**src/rtl/uart_pkg.sv**
```systemverilog
// Shared types and constants for the UART transmit path.
package uart_pkg;

  localparam int UART_DATA_W = 8;

  typedef enum logic [1:0] {
    IDLE      = 2'd0,
    LOAD      = 2'd1,
    WAIT_BUSY = 2'd2,
    WAIT_DONE = 2'd3
  } feeder_state_t;

endpackage : uart_pkg

```
**src/rtl/uart_sync_fifo.sv**
```systemverilog
// Single-clock FIFO with combinational head output and an occupancy count.
// Pushes into a full FIFO and pops from an empty one are ignored.
module uart_sync_fifo #(
  parameter int DEPTH  = 8,
  parameter int DATA_W = 8
) (
  input  logic                       txclk,
  input  logic                       reset,
  input  logic                       push,
  input  logic                       pop,
  input  logic [DATA_W-1:0]          din,
  output logic [DATA_W-1:0]          dout,
  output logic [$clog2(DEPTH):0]     level,
  output logic                       full,
  output logic                       empty
);

  localparam int PW = $clog2(DEPTH);
  localparam int LW = PW + 1;

  logic [DATA_W-1:0] mem [DEPTH];
  logic [PW-1:0]     wr_ptr;
  logic [PW-1:0]     rd_ptr;
  logic              do_push;
  logic              do_pop;

  assign full    = (level == LW'(DEPTH));
  assign empty   = (level == '0);
  assign do_push = push && !full;
  assign do_pop  = pop && !empty;
  assign dout    = mem[rd_ptr];

  // Storage array; data is not reset, only the pointers and count are.
  always_ff @(posedge txclk) begin
    if (do_push) mem[wr_ptr] <= din;
  end

  // Pointers wrap naturally because DEPTH is a power of two.
  always_ff @(posedge txclk or negedge reset) begin
    if (!reset) begin
      wr_ptr <= '0;
      rd_ptr <= '0;
    end else begin
      if (do_push) wr_ptr <= wr_ptr + PW'(1);
      if (do_pop)  rd_ptr <= rd_ptr + PW'(1);
    end
  end

  // Occupancy: a simultaneous push and pop leaves the count unchanged.
  always_ff @(posedge txclk or negedge reset) begin
    if (!reset) begin
      level <= '0;
    end else begin
      case ({do_push, do_pop})
        2'b10:   level <= level + LW'(1);
        2'b01:   level <= level - LW'(1);
        default: level <= level;
      endcase
    end
  end

endmodule : uart_sync_fifo

```
**src/rtl/uart_tx_feeder.sv**
```systemverilog
// Buffers producer bytes and hands them one at a time to the UART
// transmitter through its ld_tx_data / tx_data / tx_empty handshake.
module uart_tx_feeder
  import uart_pkg::*;
#(
  parameter int DEPTH  = 8,
  parameter int DATA_W = UART_DATA_W
) (
  input  logic                   txclk,
  input  logic                   reset,
  input  logic                   wr_valid,
  input  logic [DATA_W-1:0]      wr_data,
  output logic                   wr_ready,
  input  logic                   tx_en_i,
  input  logic                   tx_empty,
  output logic                   ld_tx_data,
  output logic [DATA_W-1:0]      tx_data,
  output logic                   tx_enable,
  output logic [$clog2(DEPTH):0] level,
  output logic                   overflow,
  input  logic                   clr_overflow
);

  feeder_state_t     state;
  feeder_state_t     state_nxt;
  logic              start;
  logic              push;
  logic              fifo_full;
  logic              fifo_empty;
  logic [DATA_W-1:0] fifo_dout;

  // Full is derived from the registered count, so wr_ready has no input path.
  assign wr_ready = !fifo_full;
  assign push     = wr_valid && !fifo_full;

  uart_sync_fifo #(
    .DEPTH  (DEPTH),
    .DATA_W (DATA_W)
  ) u_fifo (
    .txclk (txclk),
    .reset (reset),
    .push  (push),
    .pop   (start),
    .din   (wr_data),
    .dout  (fifo_dout),
    .level (level),
    .full  (fifo_full),
    .empty (fifo_empty)
  );

  // Feeder state register.
  always_ff @(posedge txclk or negedge reset) begin
    if (!reset) state <= IDLE;
    else        state <= state_nxt;
  end

  // Next-state logic; start pops the head and launches the load strobe.
  always_comb begin
    state_nxt = state;
    start     = 1'b0;
    case (state)
      IDLE: begin
        if (tx_en_i && !fifo_empty && tx_empty) begin
          start     = 1'b1;
          state_nxt = LOAD;
        end
      end
      LOAD:      state_nxt = WAIT_BUSY;
      WAIT_BUSY: if (!tx_empty) state_nxt = WAIT_DONE;
      WAIT_DONE: if (tx_empty)  state_nxt = IDLE;
      default:   state_nxt = IDLE;
    endcase
  end

  // One-cycle load strobe; tx_data holds the last loaded byte until the next load.
  always_ff @(posedge txclk or negedge reset) begin
    if (!reset) begin
      ld_tx_data <= 1'b0;
      tx_data    <= '0;
    end else begin
      ld_tx_data <= start;
      if (start) tx_data <= fifo_dout;
    end
  end

  // Registered enable forwarded to the UART.
  always_ff @(posedge txclk or negedge reset) begin
    if (!reset) tx_enable <= 1'b0;
    else        tx_enable <= tx_en_i;
  end

  // Sticky overflow; a new overflow in the clear cycle keeps the flag set.
  always_ff @(posedge txclk or negedge reset) begin
    if (!reset)                    overflow <= 1'b0;
    else if (wr_valid && fifo_full) overflow <= 1'b1;
    else if (clr_overflow)          overflow <= 1'b0;
  end

endmodule : uart_tx_feeder

```
**config.mk**
```make
export PLATFORM = sky130hd
export DESIGN_NAME = uart_tx_feeder
export DESIGN_NICKNAME = d
export VERILOG_FILES = /design/src/rtl/uart_pkg.sv /design/src/rtl/uart_sync_fifo.sv /design/src/rtl/uart_tx_feeder.sv
export SDC_FILE = /design/constraint.sdc
export NUM_CORES = 1
export LEC_CHECK = 0
export ABC_AREA = 1
export BUFFER_PORTS_ARGS = -buffer_cell sky130_fd_sc_hd__buf_2
export CAP_MARGIN = 0
export CORE_MARGIN = 2
export CORE_UTILIZATION = 59
export CTS_CLUSTER_SIZE = 8
export DETAILED_ROUTE_END_ITERATION = 10
export HOLD_SLACK_MARGIN = 0.12
export PLACE_DENSITY = 0.79
export SKIP_CTS_REPAIR_TIMING = 1
export SLEW_MARGIN = 20
export SYNTH_ARGS = -nofsm -noshare
export SYNTH_HDL_FRONTEND = slang
export SYNTH_SLANG_ARGS = --single-unit
```
**constraint.sdc**
```tcl
create_clock -name txclk -period 2.3 [get_ports txclk]
set_clock_uncertainty 0.05 [all_clocks]
set_input_delay 0.46 -clock txclk [delete_from_list [all_inputs] [get_ports txclk]]
set_output_delay 0.46 -clock txclk [all_outputs]
set_load 0.01 [all_outputs]
```
==> impl_metrics.csv, run 1 <==
group,metric,value,unit
route,drcViolationCount,0,
worst_setup_path,crit_family,"adder cells",
global_routing,top_usage_layer,"met2",
placed_design,gp_routability_congestion,0.878,
pwr,p_comb_share,33.3,%
hold_path,startpoint_of_the_most_critical_hold_path,"tx_en_i",
logic_synthesis,synthCells,330,
worst_setup_path,required,2.48,ns
route,routed_wirelength,7260,um
final_layout,insertedDiodeCount,0,
status,status,"complete, no violations",
global_routing,grt_first_pass_wirelength,11600,um
sta,report.final.slew_viol_count,0,
worst_setup_path,path_class,"flip-flop to flip-flop",
global_routing,gr-usage-all-layers,21.8,%
die,floorplan.io_pins,30,
logic_synthesis,yosysWarningCount,0,
global_routing,grt_pass1_vias,2294,
placed_design,portBuffers,29,
global_routing,grt.met1_usage,30.2,%
die,number_of_cell_rows,28,
sta,maxClockFrequency,0.470,GHz
logic_synthesis,postSynthRegisterBits,87,
route,wl_per_cell,16.1,um
route,routed-via-count,2490,
hold_path,hold_path_depth,1,
die,die_w,83.4,um
worst_setup_path,worst_setup_path_start_kind,"flip-flop",
route,firstDrtPassIters,5,
clock_tree,clk_pin_slew,0.08,ns
global_routing,grt_antenna_before_repair,0,
route,avgViaCountPerCell,5.52,
final_layout,filler_cell_count,400,
global_routing,grt_met3_use,4.57,%
pwr,share_clk_of_total_power,23.8,%
clock_tree,cts-htree-levels,3,
worst_setup_path,setup.reg_to_reg.worst_slack,0.17,ns
pwr,power.density_cell_area,1260,nW/um2
pwr,static_leakage,1.74,nW
logic_synthesis,synth.top_cell.area_share,51.7,%
logic_synthesis,synth_area,3720,um2
clock_tree,buffers_from_clock_root_to_sink_at_most,2,
placed_design,post-place-cells,434,
sta,final_hold_viol_count,0,
sta,min_period,2.13,ns
pwr,swShare,35.7,%
logic_synthesis,synth.distinct_cells,26,
sta,final.period_utilization,92.5,%
logic_synthesis,synth_sequential_area_ratio,67.2,%
worst_setup_path,timing.rr.end,"u_fifo.level[2]",
clock_tree,tritoncts,"yes",
die,full_die_area,6950,um2
global_routing,met2_usage,35.7,%
logic_synthesis,synth.net_count,353,
flow_run,cap_violations,0,
clock_tree,cts_root_buf,"sky130_fd_sc_hd__clkbuf_8",
sta,setup_viol,0,
worst_setup_path,crit_path_max_fanout,4,
worst_setup_path,reg2regPathDepth,13,
placed_design,place.detailed.hpwl,4600,um
pwr,power.sequential.fraction,43.0,%
die,core_area,5990,um2
final_layout,final_cell_count_no_fill,451,
route,drt-initial-drc-count,289,
final_layout,finalNetCount,394,
pwr,vdd_ir_drop_max,0.818,mV
global_routing,overflow,0,
clock_tree,total_clock_buffers_created_by_cts,9,
sta,worst_slew_pin_slew,0.521,ns
logic_synthesis,yosys.area.top_type,"sky130_fd_sc_hd__edfxtp_1",
worst_setup_path,arrival_time_at_the_worst_endpoint,2.31,ns
die,start_util,62.1,%
clock_tree,clock_sinks,87,
pwr,cell_internal_pwr,0.00339,W
hold_path,hold_path_class,"input port to flip-flop",
final_layout,layout-drive-gt1-share,17.6,%
sta,setup_repair_after_global_routing_missed_its_margin,"false",
worst_setup_path,critPathCaptureType,"flip-flop",
clock_tree,clk-insertion-delay-late,0.34,ns
worst_setup_path,slowest_delay,0.40,ns
route,final_antenna_net_count,0,
worst_setup_path,path_common_cell,"sky130_fd_sc_hd__ha_1",
die,fp.dieH,83.4,um
sta,slew_headroom,65.3,%
global_routing,grt_start_max_net_pins,34,
logic_synthesis,synth_area_leaders,"sky130_fd_sc_hd__edfxtp_1 (52%), sky130_fd_sc_hd__dfrtp_1 (15%), sky130_fd_sc_hd__nor2_1 (7.7%), sky130_fd_sc_hd__nand2_1 (4.7%), sky130_fd_sc_hd__o21ai_0 (4.3%)",
hold_path,worst_hold_path.endpoint,"tx_enable",
sta,fin_setup_tns,0,ns
worst_setup_path,critPathSlowestCell,"sky130_fd_sc_hd__dfrtp_1",
worst_setup_path,path_cells,"inv_1 > ha_1 > nand4_2 > clkinv_2 > ha_1 > nand2_1 > inv_1 > nor2_1 > ha_1 > a21oi_2 > nand3_1 > nand2_1 > o22ai_1",
pwr,net-switching-power,0.00188,W
logic_synthesis,syn_area_per_cell,11.3,um2
final_layout,areaGrowthSynthToFinish,12.5,%
worst_setup_path,worst-path-buf-inv,3,
worst_setup_path,timing.rr.start,"state[0]",
stage by stage:
step	cell area [um2]	power, W	hold WS (ns)	util [%]	setup slack (ns)
2_1_floorplan	3720	0.00359	0.114	-	0.301
3_3_place_gp	3930	0.00392	0.400	65.6	0.406
3_5_place_dp	3930	0.00401	0.411	65.6	0.223
4_1_cts	4170	0.00527	0.0277	69.5	0.170
5_1_grt	4180	0.00561	0.192	69.8	0.0304
6_report	4180	0.00527	0.201	69.8	0.173
sequential cells by signal, summed over array words and instances, names as in the netlist:
signal,cells
ld_tx_data,1
tx_enable,1
u_fifo.level,4
u_fifo.rd_ptr,3
overflow,1
u_fifo.wr_ptr,3
u_fifo.mem,64
state,2
tx_data,8
cells in the final DEF, fill, tap and decap left out, types with 2 or more instances in the layout:
cell                         n
sky130_fd_sc_hd__bufinv_16   3
sky130_fd_sc_hd__inv_1      12
sky130_fd_sc_hd__xor2_1      2
sky130_fd_sc_hd__o22ai_1     2
sky130_fd_sc_hd__ha_1        9
sky130_fd_sc_hd__o21ai_0    32
sky130_fd_sc_hd__clkbuf_1    2
sky130_fd_sc_hd__nand3_1    31
sky130_fd_sc_hd__buf_4      13
sky130_fd_sc_hd__nand2_1    47
sky130_fd_sc_hd__inv_2       2
sky130_fd_sc_hd__o21ai_1     4
sky130_fd_sc_hd__edfxtp_1   64
sky130_fd_sc_hd__xnor2_1     2
sky130_fd_sc_hd__dfrtp_1    23
sky130_fd_sc_hd__buf_2      29
sky130_fd_sc_hd__nor2_1     76
sky130_fd_sc_hd__clkbuf_8    9
power groups by stage:
stage	clock, W	combinational (W)	sequential [W]
after floorplan	0	0.00133	0.00226
after global placement	0	0.00165	0.00227
after detailed placement	0	0.00172	0.00229
after CTS	0.00127	0.00175	0.00226
after global routing	0.00134	0.00196	0.00230
final	0.00125	0.00175	0.00226
cells in the mapped netlist:
master                     instances
sky130_fd_sc_hd__clkinv_1          1
sky130_fd_sc_hd__o21ai_1           4
sky130_fd_sc_hd__buf_2             2
sky130_fd_sc_hd__nand2_1          47
sky130_fd_sc_hd__o22ai_1           2
sky130_fd_sc_hd__or2_4             1
sky130_fd_sc_hd__ha_1              9
sky130_fd_sc_hd__mux2i_1           1
sky130_fd_sc_hd__inv_1            12
sky130_fd_sc_hd__a21oi_1           2
sky130_fd_sc_hd__inv_2             2
sky130_fd_sc_hd__nand2_4           1
sky130_fd_sc_hd__nand4_2           1
sky130_fd_sc_hd__nor2_1           76
sky130_fd_sc_hd__inv_4             1
sky130_fd_sc_hd__buf_6             9
sky130_fd_sc_hd__nand3_2           1
sky130_fd_sc_hd__clkinv_2          1
sky130_fd_sc_hd__nor2_2            1
sky130_fd_sc_hd__o21ai_0          32
sky130_fd_sc_hd__xor2_1            2
sky130_fd_sc_hd__nand3_1          31
sky130_fd_sc_hd__buf_4             2
sky130_fd_sc_hd__xnor2_1           2
sky130_fd_sc_hd__dfrtp_1          23
sky130_fd_sc_hd__edfxtp_1         64
cell type report:
class / instances / area [um2] / area share, %
Inverter: 17 / 67.6 / 1.62
Sequential cell: 87 / 2500 / 59.7
Clock buffer: 11 / 131 / 3.14
Multi-Input combinational cell: 213 / 1030 / 24.6
Tap cell: 75 / 93.8 / 2.24
Timing Repair Buffer: 43 / 253 / 6.05
Clock inverter: 5 / 108 / 2.57
per-layer routing:
metal  vias up  routed length (um)
met5         -                   0
met4         0                 123
met3        20                 415
met2        96                3530
met1      1174                3200
li1       1200                   -
cells by family (layout without fill, tap and decap cells):
kind of cell | after synthesis | after routing | share of synthesized area, %
XOR/XNOR | 4 | 4 | 0.943
adder cells (fa/ha/maj) | 9 | 9 | 3.03
AO/OA/AOI/OAI | 40 | 40 | 5.45
flip-flops | 87 | 87 | 67.2
AND/OR/NAND/NOR | 159 | 159 | 17.9
buffers and inverters | 30 | 76 | 5.22
multiplexers | 1 | 1 | 0.269
worst max path at each step:
stage / cells past startpoint / start / slack [ns] / endpoint
2_1_floorplan: 13 / u_fifo.level[0] / 0.30 / u_fifo.level[2]
5_1_grt: 13 / state[0] / 0.03 / u_fifo.level[2]
4_1_cts: 13 / state[0] / 0.17 / u_fifo.level[2]
3_3_place_gp: 13 / state[0] / 0.41 / u_fifo.level[2]
6_report: 13 / state[0] / 0.17 / u_fifo.level[2]
3_5_place_dp: 13 / state[0] / 0.22 / u_fifo.level[2]
Power figures use the tool's default switching activity.
==> inputs of run 2 (changes only) <==
--- a/config.mk
+++ b/config.mk
@@ -6,7 +6,7 @@
 export NUM_CORES = 1
 export LEC_CHECK = 0
 export ABC_AREA = 1
-export BUFFER_PORTS_ARGS = -buffer_cell sky130_fd_sc_hd__buf_2
+export BUFFER_PORTS_ARGS = -buffer_cell sky130_fd_sc_hd__clkbuf_2
 export CAP_MARGIN = 0
 export CORE_MARGIN = 2
 export CORE_UTILIZATION = 59
==> impl_metrics.csv, run 2 (synthesis results as in run 1) <==
group,metric,value,unit
flow_run,cap_violations,0,
final_layout,filler_cell_count,437,
sta,report.final.slew_viol_count,0,
clock_tree,clk_pin_slew,0.09,ns
clock_tree,buffers_from_clock_root_to_sink_at_most,2,
global_routing,grt_start_max_net_pins,34,
route,drt-initial-drc-count,233,
die,start_util,62.1,%
die,number_of_cell_rows,28,
global_routing,grt_first_pass_wirelength,11100,um
clock_tree,cts-htree-levels,3,
sta,min_period,2.05,ns
final_layout,finalNetCount,395,
pwr,power.density_cell_area,1220,nW/um2
worst_setup_path,arrival_time_at_the_worst_endpoint,2.24,ns
worst_setup_path,path_class,"flip-flop to flip-flop",
sta,worst_slew_pin_slew,0.540,ns
clock_tree,clock_sinks,87,
final_layout,final_common_cell,"sky130_fd_sc_hd__nor2_1",
route,firstDrtPassIters,4,
clock_tree,total_clock_buffers_created_by_cts,9,
pwr,net-switching-power,0.00189,W
pwr,finalPower,0.00507,W
global_routing,grt_pass1_vias,2286,
worst_setup_path,required,2.49,ns
route,final_antenna_net_count,0,
final_layout,insertedDiodeCount,0,
final_layout,biggestRegsByFlops,"u_fifo.mem: 64 flops, tx_data: 8 flops, u_fifo.level: 4 flops",
route,drcViolationCount,0,
pwr,static_leakage,1.72,nW
final_layout,number_of_flip_flops_in_the_largest_register,64,
pwr,p_comb_share,34.3,%
sta,slew_headroom,64.0,%
die,fp.dieH,83.4,um
worst_setup_path,crit_path_max_fanout,4,
sta,final.period_utilization,89.3,%
final_layout,regMostFlops,"u_fifo.mem",
pwr,share_clk_of_total_power,21.2,%
worst_setup_path,setup.reg_to_reg.worst_slack,0.25,ns
clock_tree,tritoncts,"yes",
global_routing,grt_antenna_before_repair,0,
route,avgViaCountPerCell,5.34,
placed_design,place.detailed.hpwl,4470,um
clock_tree,cts_root_buf,"sky130_fd_sc_hd__clkbuf_8",
final_layout,layout_common_cells,"sky130_fd_sc_hd__nor2_1 (76), sky130_fd_sc_hd__edfxtp_1 (64), sky130_fd_sc_hd__nand2_1 (47), sky130_fd_sc_hd__o21ai_0 (32), sky130_fd_sc_hd__nand3_1 (31)",
worst_setup_path,critPathCaptureType,"flip-flop",
sta,maxClockFrequency,0.487,GHz
route,routed_wirelength,6900,um
placed_design,gp_routability_congestion,0.815,
route,routed-via-count,2414,
route,wl_per_cell,15.3,um
die,die_w,83.4,um
pwr,cell_internal_pwr,0.00317,W
sta,fin_setup_tns,0,ns
final_layout,areaGrowthSynthToFinish,11.6,%
hold_path,hold_path_class,"input port to flip-flop",
die,floorplan.io_pins,30,
status,status,"complete, no violations",
pwr,swShare,37.4,%
pwr,vdd_ir_drop_max,0.943,mV
clock_tree,clk-insertion-delay-late,0.35,ns
die,full_die_area,6950,um2
sta,final_hold_viol_count,0,
sta,setup_viol,0,
global_routing,gr-usage-all-layers,21.1,%
final_layout,layout.core_utilization,69.2,%
final_layout,layout-drive-gt1-share,17.8,%
pwr,power.sequential.fraction,44.4,%
global_routing,overflow,0,
die,core_area,5990,um2
worst_setup_path,worst_setup_path_start_kind,"flip-flop",
sta,final.hold.worst_slack,0.198,ns
sta,setup_repair_after_global_routing_missed_its_margin,"false",
placed_design,portBuffers,29,
-- run 2: final timing paths --
kind,startpoint,end,cells past startpoint
worst max-delay path,state[0],u_fifo.level[2],13
worst min-delay path,tx_en_i,tx_enable,1
worst max register to register,state[0],u_fifo.level[2],13
worst min register to register,tx_data[2],tx_data[2],2
max in group asynchronous,reset,tx_data[6],2
min in group asynchronous,reset,state[0],2
-- run 2: cell type report --
cell class,count,area (um2),area share (%)
Tap cell,75,93.8,2.26
Timing Repair Buffer,44,260,6.27
Inverter,17,67.6,1.63
Multi-Input combinational cell,213,1030,24.7
Clock inverter,7,78.8,1.90
Clock buffer,9,124,2.99
Sequential cell,87,2500,60.2
-- run 2: worst max-delay path, stage by stage, from the launching register on --
cell and delay (ns):
sky130_fd_sc_hd__dfrtp_1 0.41, sky130_fd_sc_hd__inv_1 0.11, sky130_fd_sc_hd__ha_1 0.20, sky130_fd_sc_hd__nand4_2 0.13
sky130_fd_sc_hd__clkinv_2 0.06, sky130_fd_sc_hd__ha_1 0.20, sky130_fd_sc_hd__nand2_1 0.08, sky130_fd_sc_hd__inv_1 0.09
sky130_fd_sc_hd__nor2_1 0.06, sky130_fd_sc_hd__ha_1 0.17, sky130_fd_sc_hd__a21oi_1 0.16, sky130_fd_sc_hd__nand3_1 0.09
sky130_fd_sc_hd__nand2_1 0.07, sky130_fd_sc_hd__o22ai_1 0.06
-- run 2: power by group through the flow --
stage	Sequential (W)	Clock, W	Combinational (W)
2_1_floorplan	0.00226	0	0.00133
3_3_place_gp	0.00227	0	0.00167
3_5_place_dp	0.00228	0	0.00174
4_1_cts	0.00225	0.00109	0.00175
5_1_grt	0.00229	0.00116	0.00197
6_report	0.00225	0.00108	0.00174
-- run 2: stage by stage --
step / setup slack, ns / std cells / cell area, um2
after floorplan: 0.301 / 330 / 3720
after global placement: 0.412 / 435 / 3940
after detailed placement: 0.283 / 435 / 3940
after CTS: 0.256 / 451 / 4140
after global routing: 0.0716 / 452 / 4150
final: 0.246 / 452 / 4150
-- run 2: layer usage --
metal	vias up	share of wire, %	global-route usage [%]
met3	6	6.8	5.67
met2	74	49	34.5
met5	-	0	0
met1	1128	43	27.8
li1	1206	-	-
met4	0	1.2	6.86
